<file path="src/rtl/bowling_pkg.sv">
// Shared constants and types for the bowling frame sequencer.
// The optional running score total is enabled by defining SCORE_TOTAL_EN.
package bowling_pkg;

    // Frames per game; the last frame owns the fill balls.
    localparam int FRAMES   = 10;
    // Pins per rack; limit for a single roll and for a two-roll frame sum.
    localparam int MAX_PINS = 10;
    // Width of one weighted add command (must hold 3 x MAX_PINS).
    localparam int ADD_W    = 5;
    // Width of the optional running total (0..300).
    localparam int TOTAL_W  = 9;

    // Sequencer states: two regular rolls, two fill rolls, game over.
    typedef enum logic [2:0] {
        ROLL1 = 3'd0,
        ROLL2 = 3'd1,
        FILL1 = 3'd2,
        FILL2 = 3'd3,
        DONE  = 3'd4
    } state_t;

endpackage

</file>
<file path="src/rtl/bowling_bonus_tracker.sv">
// Pending strike/spare bonus tracker.
// b0 is the bonus count applied to the roll being taken now, b1 the count
// already owed to the roll after it. Both shift forward on each accepted roll.
module bowling_bonus_tracker
    import bowling_pkg::*;
(
    input  logic       clk,
    input  logic       rst,
    input  logic       accept_i,     // roll accepted this cycle
    input  logic       new_next_i,   // this roll owes a bonus to the next roll
    input  logic       new_after_i,  // this roll owes a bonus to the roll after next
    input  logic       base_i,       // 1 for regular rolls, 0 for fill rolls
    output logic [1:0] mult_o        // weight of the current roll, 0..3
);

    logic [1:0] b0_q, b0_d;
    logic       b1_q, b1_d;

    // Shift the bonus pipeline forward by one roll on every accepted roll.
    always_comb begin
        b0_d = b0_q;
        b1_d = b1_q;
        if (accept_i) begin
            b0_d = {1'b0, b1_q} + {1'b0, new_next_i};
            b1_d = new_after_i;
        end
    end

    // Bonus registers.
    always_ff @(posedge clk or posedge rst) begin
        if (rst) begin
            b0_q <= 2'd0;
            b1_q <= 1'b0;
        end else begin
            b0_q <= b0_d;
            b1_q <= b1_d;
        end
    end

    // b0 never exceeds 2, so base + b0 fits in two bits.
    assign mult_o = {1'b0, base_i} + b0_q;

endmodule

</file>
<file path="src/rtl/bowling_frame_ctrl.sv">
// Bowling frame/roll sequencer: one weighted add command per accepted roll.
// Optional feature macro: SCORE_TOTAL_EN adds a registered running total port.
//
// Handshake: upd is a strobe with no back-pressure; every cycle with upd=1
// is one roll. The result (add_en/add_val or err) appears one cycle later.
module bowling_frame_ctrl
    import bowling_pkg::*;
(
    input  logic               clk,
    input  logic               rst,
    input  logic               upd,
    input  logic [3:0]         pins,
    output logic               add_en,
    output logic [ADD_W-1:0]   add_val,
    output logic [3:0]         frame,
    output logic [1:0]         roll,
    output logic               done,
    output state_t             dbg_state,
    output logic               err
`ifdef SCORE_TOTAL_EN
    ,
    output logic [TOTAL_W-1:0] total
`endif
);

    localparam logic [3:0] PINS_MAX   = 4'(MAX_PINS);
    localparam logic [4:0] SUM_MAX    = 5'(MAX_PINS);
    localparam logic [3:0] FRAME_LAST = 4'(FRAMES);

    state_t     state_q, state_d;
    logic [3:0] frame_q, frame_d;
    logic [1:0] roll_q, roll_d;
    logic [3:0] first_q, first_d;
    logic       fill_strike_q, fill_strike_d;  // last frame opened with a strike

    logic             add_en_q, add_en_d;
    logic [ADD_W-1:0] add_val_q, add_val_d;
    logic             err_q, err_d;
    logic             done_q, done_d;

    logic [4:0] pins_sum;
    logic       illegal, accept, reject;
    logic       is_strike, is_spare, last_frame;
    logic       base, new_next, new_after;
    logic [1:0] mult;

    // Classify the incoming roll: legality, strike/spare, last frame.
    always_comb begin
        pins_sum = {1'b0, first_q} + {1'b0, pins};
        illegal  = (pins > PINS_MAX);
        case (state_q)
            ROLL2:   if (pins_sum > SUM_MAX) illegal = 1'b1;
            // Second fill ball after a non-strike first fill shares the rack.
            FILL2:   if ((first_q != PINS_MAX) && (pins_sum > SUM_MAX)) illegal = 1'b1;
            default: ;
        endcase
        accept     = upd && (state_q != DONE) && !illegal;
        reject     = upd && (state_q != DONE) && illegal;
        is_strike  = (state_q == ROLL1) && (pins == PINS_MAX);
        is_spare   = (state_q == ROLL2) && (pins_sum == SUM_MAX);
        last_frame = (frame_q == FRAME_LAST);
    end

    // Next-state logic: frame/roll bookkeeping on accepted rolls only.
    always_comb begin
        state_d       = state_q;
        frame_d       = frame_q;
        roll_d        = roll_q;
        first_d       = first_q;
        fill_strike_d = fill_strike_q;
        if (accept) begin
            case (state_q)
                ROLL1: begin
                    if (is_strike) begin
                        if (last_frame) begin
                            state_d       = FILL1;
                            roll_d        = 2'd1;
                            fill_strike_d = 1'b1;
                        end else begin
                            frame_d = frame_q + 4'd1;
                            roll_d  = 2'd0;
                        end
                    end else begin
                        first_d = pins;
                        state_d = ROLL2;
                        roll_d  = 2'd1;
                    end
                end
                ROLL2: begin
                    if (last_frame) begin
                        if (is_spare) begin
                            state_d       = FILL1;
                            roll_d        = 2'd2;
                            fill_strike_d = 1'b0;
                        end else begin
                            state_d = DONE;
                        end
                    end else begin
                        state_d = ROLL1;
                        frame_d = frame_q + 4'd1;
                        roll_d  = 2'd0;
                    end
                end
                FILL1: begin
                    // A strike earns two fill balls, a spare only one.
                    if (fill_strike_q) begin
                        first_d = pins;
                        state_d = FILL2;
                        roll_d  = 2'd2;
                    end else begin
                        state_d = DONE;
                    end
                end
                FILL2:   state_d = DONE;
                default: ;
            endcase
        end
    end

    // Output logic: bonus creation, weighted add command, error pulse.
    always_comb begin
        base      = (state_q == ROLL1) || (state_q == ROLL2);
        new_next  = accept && (is_strike || is_spare);
        new_after = accept && is_strike;
        add_en_d  = accept;
        add_val_d = accept ? (ADD_W'(pins) * ADD_W'(mult)) : '0;
        err_d     = reject;
        done_d    = (state_d == DONE);
    end

    // State and frame bookkeeping registers.
    always_ff @(posedge clk or posedge rst) begin
        if (rst) begin
            state_q       <= ROLL1;
            frame_q       <= 4'd1;
            roll_q        <= 2'd0;
            first_q       <= 4'd0;
            fill_strike_q <= 1'b0;
        end else begin
            state_q       <= state_d;
            frame_q       <= frame_d;
            roll_q        <= roll_d;
            first_q       <= first_d;
            fill_strike_q <= fill_strike_d;
        end
    end

    // Registered outputs, one cycle after the roll strobe.
    always_ff @(posedge clk or posedge rst) begin
        if (rst) begin
            add_en_q  <= 1'b0;
            add_val_q <= '0;
            err_q     <= 1'b0;
            done_q    <= 1'b0;
        end else begin
            add_en_q  <= add_en_d;
            add_val_q <= add_val_d;
            err_q     <= err_d;
            done_q    <= done_d;
        end
    end

    bowling_bonus_tracker u_bonus (
        .clk         (clk),
        .rst         (rst),
        .accept_i    (accept),
        .new_next_i  (new_next),
        .new_after_i (new_after),
        .base_i      (base),
        .mult_o      (mult)
    );

`ifdef SCORE_TOTAL_EN
    logic [TOTAL_W-1:0] total_q;

    // Running score, moving in step with the add command it mirrors.
    always_ff @(posedge clk or posedge rst) begin
        if (rst) begin
            total_q <= '0;
        end else if (add_en_d) begin
            total_q <= total_q + TOTAL_W'(add_val_d);
        end
    end

    assign total = total_q;
`endif

    assign add_en    = add_en_q;
    assign add_val   = add_val_q;
    assign err       = err_q;
    assign done      = done_q;
    assign frame     = frame_q;
    assign roll      = roll_q;
    assign dbg_state = state_q;

endmodule

</file>
<file path="config.mk">
export PLATFORM = sky130hd
export DESIGN_NAME = bowling_frame_ctrl
export DESIGN_NICKNAME = d
export VERILOG_FILES = /design/src/rtl/bowling_pkg.sv /design/src/rtl/bowling_bonus_tracker.sv /design/src/rtl/bowling_frame_ctrl.sv
export SDC_FILE = /design/constraint.sdc
export NUM_CORES = 1
export LEC_CHECK = 0
export BUFFER_PORTS_ARGS = -buffer_cell sky130_fd_sc_hd__buf_2
export CAP_MARGIN = 20
export CORE_MARGIN = 3
export CORE_UTILIZATION = 40
export CTS_CLUSTER_DIAMETER = 40
export CTS_CLUSTER_SIZE = 8
export DETAILED_ROUTE_END_ITERATION = 7
export GPL_TIMING_DRIVEN = 0
export HOLD_SLACK_MARGIN = 0.12
export PLACE_DENSITY_LB_ADDON = 0.12
export SYNTH_ARGS = -nofsm -noshare
export SYNTH_HDL_FRONTEND = slang
export SYNTH_SLANG_ARGS = --single-unit
</file>
<file path="constraint.sdc">
create_clock -name clk -period 7.15 [get_ports clk]
set_input_delay 1.43 -clock clk [delete_from_list [all_inputs] [get_ports clk]]
set_output_delay 1.43 -clock clk [all_outputs]
set_load 0.02 [all_outputs]
</file>
Word level (Yosys, flattened, before mapping)
Cells that the tools add are included.
{ "word_totals": {"register_bits": 25, "latch_bits": 0, "ramBits": 0, "romBits": 0, "in_bits": 7, "output_inout_bits": 17, "wordCells": 81, "n_memories": 0} }
{ "classes": {"addsub": 4, "multipliers": 1, "div_mod_pow": 0, "n_lt_le_gt_ge": 2, "eq_ne": 16, "shift": 0, "n_mux": 28, "bitwise": 0, "n_reduce_logical": 19} }
{ "op_table": {"columns": ["op", "count"], "rows": [
  ["3-bit two-way mux", 6],
  ["4-bit two-way mux", 4],
  ["4-bit case mux with 2 select lines", 2],
  ["2-bit != test (second input constant)", 6],
  ["3-bit case mux with 4 select lines", 1],
  ["4-bit == test (second input constant)", 2],
  ["1-bit logical AND", 8],
  ["2-bit two-way mux", 4],
  ["4-bit AND reduction", 2],
  ["1-bit two-way mux", 7],
  ["3-bit by 2-bit == test with 1-bit output (second input constant)", 2],
  ["3-bit != test (second input constant)", 2],
  ["2-bit case mux with 3 select lines", 1],
  ["6-bit AND reduction", 1],
  ["4-bit by 4-bit adder with 5-bit output", 1],
  ["5-bit by 4-bit == test with 1-bit output (second input constant)", 1],
  ["5-bit by 4-bit > comparator with 1-bit output (second input constant)", 1],
  ["4-bit by 2-bit multiplier with 5-bit output", 1],
  ["5-bit two-way mux", 1],
  ["4-bit by 1-bit adder with 4-bit output (second input constant)", 1],
  ["4-bit > comparator (second input constant)", 1],
  ["4-bit != test (second input constant)", 1],
  ["1-bit case mux with 2 select lines", 2],
  ["2-bit nonzero test", 2],
  ["9 further kinds", 10]
]} }

Logic depth before layout (Yosys ltp)
Gate-level depths: netlist of the first run.
{ "logic_depth": {"ltp_word": 9, "mapped_depth": 12, "depth_no_buf": 12} }

Modules after synthesis
A second synthesis of the first run with hierarchy kept.
{ "hier_totals": {"hier_cells": 150, "area_unflattened_um2": 1565.3} }
{ "by_module_without_submodules": {"columns": ["module", "instances", "cells_each", "area_per_inst_um2", "seq_area_each_um2"], "rows": [
  ["bowling_frame_ctrl", 1, 140, 1418.9, 551.8],
  ["bowling_bonus_tracker", 1, 10, 146.4, 75.1]
]} }

Worst setup path after synthesis of the first run
OpenSTA, ideal clock, no wires.
{ "synth_path": {"path_kind": "in2reg", "startpoint": "in pins[0]", "endpoint": "reg u_bonus.b0_q[0]", "setup_time_ns": 0.117, "arrival_time_ns": 3.340, "t_required_ns": 7.033, "setup_slack_ns": 3.693, "cell_stages": 12, "path_buffers": 0, "cell_sequence": "ha_1 -> fa_1 -> xnor2_1 -> a32oi_1 -> a21boi_2 -> o21bai_2 -> clkinv_2 -> nand2_1 -> nor2_1 -> ha_1 -> nand2_1 -> nand2_1"} }
{ "synth_via": {"elab_chain_cells": 9, "elab_cells_between_ends": 16, "cone_classes": "2 x add/sub; 2 x order compare; 2 x eq/ne; 3 x mux; 7 x reduce/logical"} }
{ "synth_rtl": {"columns": ["item", "line_no", "rtl"], "rows": [
  ["from (decl)", "bowling_frame_ctrl.sv:12", "input logic [3:0] pins,"],
  ["4-bit by 4-bit adder with 5-bit output", "bowling_frame_ctrl.sv:49", "pins_sum = {1'b0, first_q} + {1'b0, pins};"],
  ["5-bit by 4-bit > comparator with 1-bit output", "bowling_frame_ctrl.sv:52, bowling_frame_ctrl.sv:54", null],
  ["1-bit logical AND", "bowling_frame_ctrl.sv:54", "FILL2: if ((first_q != PINS_MAX) && (pins_sum > SUM_MAX)) illegal = 1'b1;"],
  ["1-bit two-way mux", "bowling_frame_ctrl.sv:54", null],
  ["1-bit case mux with 2 select lines *", "bowling_frame_ctrl.sv:51", "case (state_q)"],
  ["1-bit zero test *", "bowling_frame_ctrl.sv:57", "accept = upd && (state_q != DONE) && !illegal;"],
  ["1-bit logical AND *", "bowling_frame_ctrl.sv:57", null],
  ["via accept", "bowling_frame_ctrl.sv:42", "logic illegal, accept, reject;"],
  ["1-bit logical AND", "bowling_frame_ctrl.sv:123", "new_next = accept && (is_strike || is_spare);"],
  ["1-bit by 1-bit adder with 2-bit output", "bowling_bonus_tracker.sv:24", "b0_d = {1'b0, b1_q} + {1'b0, new_next_i};"],
  ["to (signal assigned)", "bowling_bonus_tracker.sv:32", "b0_q <= 2'd0;"],
  ["to (signal assigned)", "bowling_bonus_tracker.sv:35", "b0_q <= b0_d;"],
  ["to (decl)", "bowling_bonus_tracker.sv:16", "logic [1:0] b0_q, b0_d;"]
]} }
Mark *: on every way through the listed nets, which the timed path passes. The rest lies on a longest branch.
A chain may end at the register's enable or synchronous reset.

Worst setup path after layout of the first run
Same ends and word-level chain as after synthesis.

==> results of run 1 <==
-- final timing paths --
kind                       cells past startpoint              end  slack (ns)         start
setup / recovery                              13  u_bonus.b0_q[0]        3.55       pins[0]
hold / removal                                 2     u_bonus.b1_q        0.48  u_bonus.b1_q
setup reg to reg                              12  u_bonus.b0_q[0]        4.47    first_q[0]
hold reg to reg                                2     u_bonus.b1_q        0.48  u_bonus.b1_q
max in group asynchronous                      3     dbg_state[2]        5.59           rst
min in group asynchronous                      2       add_val[2]        1.12           rst
-- power breakdown --
group | total [W] | switching (W) | internal (W)
clock | 0.0000854 | 0.0000459 | 0.0000395
sequential | 0.000236 | 0.0000407 | 0.000195
combinational | 0.000371 | 0.000217 | 0.000154
total | 0.000692 | 0.000304 | 0.000389
-- layout by cell type, fill, tap and decap left out, types with 2 or more instances in the layout --
master,instances
nor3_2,4
nor2_1,10
nor3_1,3
fa_1,2
nor2b_1,2
ha_1,11
and2_1,6
nand4b_1,2
a21o_1,5
nand2_1,16
clkbuf_8,3
inv_1,10
a21oi_1,6
xor2_1,4
and3_1,2
nand3_1,2
dfrtp_1,24
mux2_2,5
xnor2_1,3
buf_2,24
o41ai_1,2
-- cell families after synthesis --
kind of cell    after synthesis
simple gates                 55
compound gates               27
flops                        25
buf+inv                      14
fa+ha+maj                    13
xor+xnor                      7
mux                           7
-- flip-flops by register name, indices dropped and copies added, names as in the netlist --
register and flops:
dbg_state 3, first_q 4, done 1, err 1
frame 4, fill_strike_q 1, u_bonus.b1_q 1, u_bonus.b0_q 2
add_en 1, add_val 5, roll 2
-- layer usage --
metal	vias up	share of wire (%)
met1	563	44
met4	0	2.1
li1	581	-
met2	28	49
met3	8	4.1
met5	-	0
-- area by class of cell --
type                       count  share of cell area [%]
clock inverter                 1                  0.4178
tap                           46                   3.203
multi-input combinational    109                   47.77
inverter                      11                   2.368
buffer                         3                   1.114
sequential                    25                   34.89
clock buffer                   3                   2.298
timing repair buffer          24                   7.939
-- per-stage QoR --
| stage | hold slack, ns | area [µm²] | std cells | utilization, % |
|---|---|---|---|---|
| 3_3_place_gp | 0.4589 | 1720 | 217 | 48.86 |
| 5_1_grt | 0.5161 | 1797 | 222 | 51.03 |
| 6_report | 0.4840 | 1797 | 222 | 51.03 |
| 3_5_place_dp | 0.4673 | 1720 | 217 | 48.86 |
| 4_1_cts | 0.4894 | 1769 | 221 | 50.25 |
| 2_1_floorplan | 0.4445 | 1548 | 148 | - |
-- critical path, delay by kind of cell --
kind | cells | cell delay (ns)
xor gates and xnor gates | 1 | 0.17
adders and majority gates | 3 | 0.97
AOI/OAI and AO/OA | 3 | 0.54
and+or+nand+nor | 4 | 0.33
buffers and inverters | 2 | 0.34
==> flow_summary.ini, run 1 <==
[grt]
grt_max_degree = 26
grtUsageMet3_pct = 3.612
use_met1_pct = 19.65
grt.overflow.total = 0
use_met2_pct = 25.15
grt-busiest-layer = met2
grt_pass1_vias = 1143
antenna_found_initial = 0
grt_pass1_wl_um = 5354
grtUsageTotal_pct = 15.45

[setup_path]
critPathMaxFanout = 9
path_class = input port to flop
crit_path_end_kind = flop
critPathMaxStageDelay_ns = 0.43
start_kind = input port
crit_path_cell_trace = buf_2, ha_1, fa_1, xnor2_1, a32oi_1, a21boi_2, o21bai_2, clkinv_2, nand2_1, nor2_1, ha_1, nand2_1, nand2_1
slowest_stage = fa_1
critPathRequiredTime_ns = 7.32
arrival_ns = 3.78
worst_path_most_repeated_cell = nand2_1

[drt]
drt_pass1_iterations = 4
drtAntennaViolNets = 0
dr.first_iter.drc_count = 41
vias = 1180
wl_um = 3110
avgViaCountPerCell = 5.315
wl_per_cell_um = 14.01
drc = 0

[timing]
fin_crit_ns = 3.604
clock_skew_ns = 0.009490
finalHoldViolCount = 0
worst_slack_ns = 3.546
finalSetupViolations = 0
fmax_mhz = 277.5
rsz0062_at_grt = false
slew_viol_final = 0
maxSlewHeadroom_pct = 64.99
worst_pin_slew_ns = 0.5216
tns_ns = 0
post-route-period-util_pct = 50.41

[synthesis]
synth_xor_area_share_pct = 3.961
seq_area_frac_synth_pct = 40.50
synthFlopType = dfrtp_1
synthArstFlopShare_pct = 100.0
synth_top_family_by_area = simple AND/OR/NAND/NOR gates
synthTopCellsByCount = dfrtp_1, nand2_1, ha_1, inv_1, nor2_1
synth.avg_cell_area_um2 = 10.46
yosysTopAreaCell = dfrtp_1
yosys.area_share.simple_pct = 21.02
syn-cell-area_um2 = 1548
syn_inst = 148
ys_types = 48
synth_nets = 168
synth-edff-count = 0
post-synth-top-area-fraction_pct = 38.80
synth_top_cells_by_area = dfrtp_1, ha_1, nand2_1, mux2_2, fa_1
synth-seq-cells = 25
synth-compound-area-share_pct = 13.99
synth_mux_area_share_pct = 5.012
ys_warn_count = 0
synth_fa_ha_area_share_pct = 11.48
yosysMostFrequentCell = dfrtp_1

[die]
start_util_pct = 43.96
die_h_um = 68.21
die_area_um2 = 4652
rows = 21
io_pins = 24
die_w_um = 68.21
core_um2 = 3521

[cts]
cts-buffers-inserted = 3
cts_num_sinks = 25
clockBufferDepth = 2
clk_pin_slew_ns = 0.09
clockRootBuffer = clkbuf_8
cts_resized = 0
cts_tree = yes
cts_setup_buffers = 0
clock_latency_ns = 0.27
h-tree-depth = 1
holdBufCountCts = 0

[cells_and_area]
antenna_cells = 0
nets = 197
syn_to_final_growth_pct = 16.09
fillCellCount = 353
seqCellArea_um2 = 626.9
multi_input_area_um2 = 858.3
drive_gt1_share_pct = 28.98

[place]
numPortBuffers = 23
dp_slack_ns = 3.239
finalWeightedCongestion = 0.8545
hpwlAfterDp_um = 2427

[power]
irDropWorstVdd_v = 0.0002378
power_density_nw_per_um2 = 385.4
power_leakage_nw = 0.8939
finalPower_w = 0.0006925

[run]
max_cap_viol_count = 0

[hold_path]
worstHoldPathType = flop to flop

[outcome]
status = finished clean
(Power assumes the default switching activity.)
==> inputs of run 2 (changes only) <==
--- a/config.mk
+++ b/config.mk
@@ -5,6 +5,7 @@
 export SDC_FILE = /design/constraint.sdc
 export NUM_CORES = 1
 export LEC_CHECK = 0
+export ABC_AREA = 1
 export BUFFER_PORTS_ARGS = -buffer_cell sky130_fd_sc_hd__buf_2
 export CAP_MARGIN = 20
 export CORE_MARGIN = 3
==> constraint.sdc (replaced) <==
create_clock -name clk -period 3 [get_ports clk]
set_input_delay 0.6 -clock clk [delete_from_list [all_inputs] [get_ports clk]]
set_output_delay 0.6 -clock clk [all_outputs]
set_load 0.02 [all_outputs]
==> run 2 against run 1 <==
Global-route usage is 0.074 points lower. Synthesized cell count is 38% higher. Worst setup slack worse by 3.0 ns. Largest power group is now registers.
==> flow_summary.ini, run 2 <==
[synthesis]
ys_warn_count = 0
syn_inst = 204
seq_area_frac_synth_pct = 40.21
synthArstFlopShare_pct = 100.0
synthFlopType = dfrtp_1
synth-edff-count = 0
yosysMostFrequentCell = nand2_1
ys_types = 26
synthTopCellsByCount = nand2_1, inv_1, dfrtp_1, nor2_1
synth.avg_cell_area_um2 = 7.642
synth_top_cells_by_area = dfrtp_1, nand2_1, ha_1, inv_1, nor2_1
yosysTopAreaCell = dfrtp_1
syn-cell-area_um2 = 1559
post-synth-top-area-fraction_pct = 38.52
synth_nets = 224
synth-seq-cells = 25

[setup_path]
start_kind = input port
critPathMaxFanout = 10
arrival_ns = 2.65
crit_path_end_kind = flop
rr_worst_depth = 13
path_class = input port to flop
critPathRequiredTime_ns = 3.17

[place]
finalWeightedCongestion = 0.8948
hpwlAfterDp_um = 2430
numPortBuffers = 23

[power]
irDropWorstVdd_v = 0.0002919
finalPower_w = 0.0006843
power_leakage_nw = 1.019
power_density_nw_per_um2 = 378.7

[run]
max_cap_viol_count = 0

[cts]
cts_tree = yes
cts-buffers-inserted = 3
clock_latency_ns = 0.27
cts_setup_buffers = 0
holdBufCountCts = 0
h-tree-depth = 1
clockRootBuffer = clkbuf_8
cts_resized = 0
cts_num_sinks = 25
clockBufferDepth = 2
clk_pin_slew_ns = 0.09

[die]
start_util_pct = 41.95
die_w_um = 68.43
rows = 22
die_area_um2 = 4683
io_pins = 24
die_h_um = 68.43
core_um2 = 3716

[grt]
grtUsageTotal_pct = 15.37
grt_max_degree = 26
grt.overflow.total = 0
antenna_found_initial = 0
grt_pass1_vias = 1161
grt_pass1_wl_um = 5368

[drt]
vias = 1297
avgViaCountPerCell = 4.632
wl_per_cell_um = 11.01
drtAntennaViolNets = 0
drc = 0
dr.first_iter.drc_count = 84
drt_pass1_iterations = 4
wl_um = 3083

[hold_path]
worstHoldPathType = input port to asynchronous set/reset pin

[timing]
worst_pin_slew_ns = 0.3344
fin_crit_ns = 2.481
clock_skew_ns = 0.003857
finalSetupViolations = 0
post-route-period-util_pct = 82.71
maxSlewHeadroom_pct = 77.61
rsz0062_at_grt = false
finalHoldViolCount = 0
slew_viol_final = 0
fmax_mhz = 403.0
tns_ns = 0

[cells_and_area]
fillCellCount = 390
final_cell_mix = nand2_1, inv_1, nor2_1, dfrtp_1, buf_2
largest_reg_flops = 5
syn_to_final_growth_pct = 15.89
antenna_cells = 0
drive_gt1_share_pct = 16.38
layout_commonest_cell = nand2_1
seqCellArea_um2 = 626.9
multi_input_area_um2 = 800.8
nets = 253

[outcome]
status = finished clean
[run 2: cell types whose count changed in the layout (fill, tap and decap cells not counted), sizes merged, moves of 10 or more]
cell / before / now
nand2: 16 / 60
inv: 10 / 32
nor2: 10 / 26
nand3: 2 / 13
o21ai: 3 / 13
[run 2: power breakdown]
group	switching, W	total, W	internal (W)
Clock	0.000107	0.000202	0.0000950
Combinational	0.0000785	0.000120	0.0000414
Sequential	0.0000117	0.000363	0.000351
[run 2: critical path, cell delays in order]
cell     delay, ns
buf_2         0.12
ha_1          0.23
fa_1          0.46
nand2_1       0.08
nand3_1       0.07
nand3_1       0.08
nand2_1       0.06
nand2_2       0.08
nand3_4       0.11
buf_6         0.18
o31ai_1       0.22
ha_1          0.27
nand2_1       0.06
nand2_1       0.04
[run 2: metrics by stage]
stage	util, %	instance area [µm²]	setup WS, ns	hold slack (ns)	std cells
global placement	46.67	1734	0.2052	0.4756	275
global route	48.62	1807	0.3733	0.2758	280
finish	48.62	1807	0.5188	0.2630	280
detailed placement	46.67	1734	0.2187	0.4780	275
floorplan	-	1559	0.5073	0.4553	204
CTS	47.88	1779	0.5026	0.4980	279
[run 2: area by class of cell]
cell class	instances	share of cell area (%)
well taps	48	3.324
plain buffers	1	0.6233
repair buffers	24	7.895
inverters	32	6.648
flip-flops and latches	25	34.70
clock buffers	4	2.493
multi-input cells	146	44.32
[run 2: metal layers]
layer	track usage, %	part of all wire, %
met1	22.48	53
met2	22.77	42
met3	2.463	4.1
met4	5.211	1.2
met5	0	0
[run 2: path summary, 6_finish.rpt]
| check | startpoint | endpoint | slack [ns] |
|---|---|---|---|
| min reg2reg | roll[0] | roll[0] | 0.49 |
| min in group clk | roll[0] | roll[0] | 0.49 |
| max | pins[0] | u_bonus.b0_q[0] | 0.52 |
| max in group asynchronous | rst | frame[0] | 2.26 |
| min | rst | add_val[1] | 0.26 |
| max reg2reg | first_q[0] | u_bonus.b0_q[0] | 0.56 |
[run 2: cell families (layout without fill, tap and decap cells)]
family	after synthesis	count (layout)	share of synthesized area (%)
simple gates	104	104	28.57
buf+inv	33	61	8.427
flops	25	25	40.21
compound gates	24	24	8.588
fa+ha+maj	13	13	11.40
xor+xnor	5	5	2.810
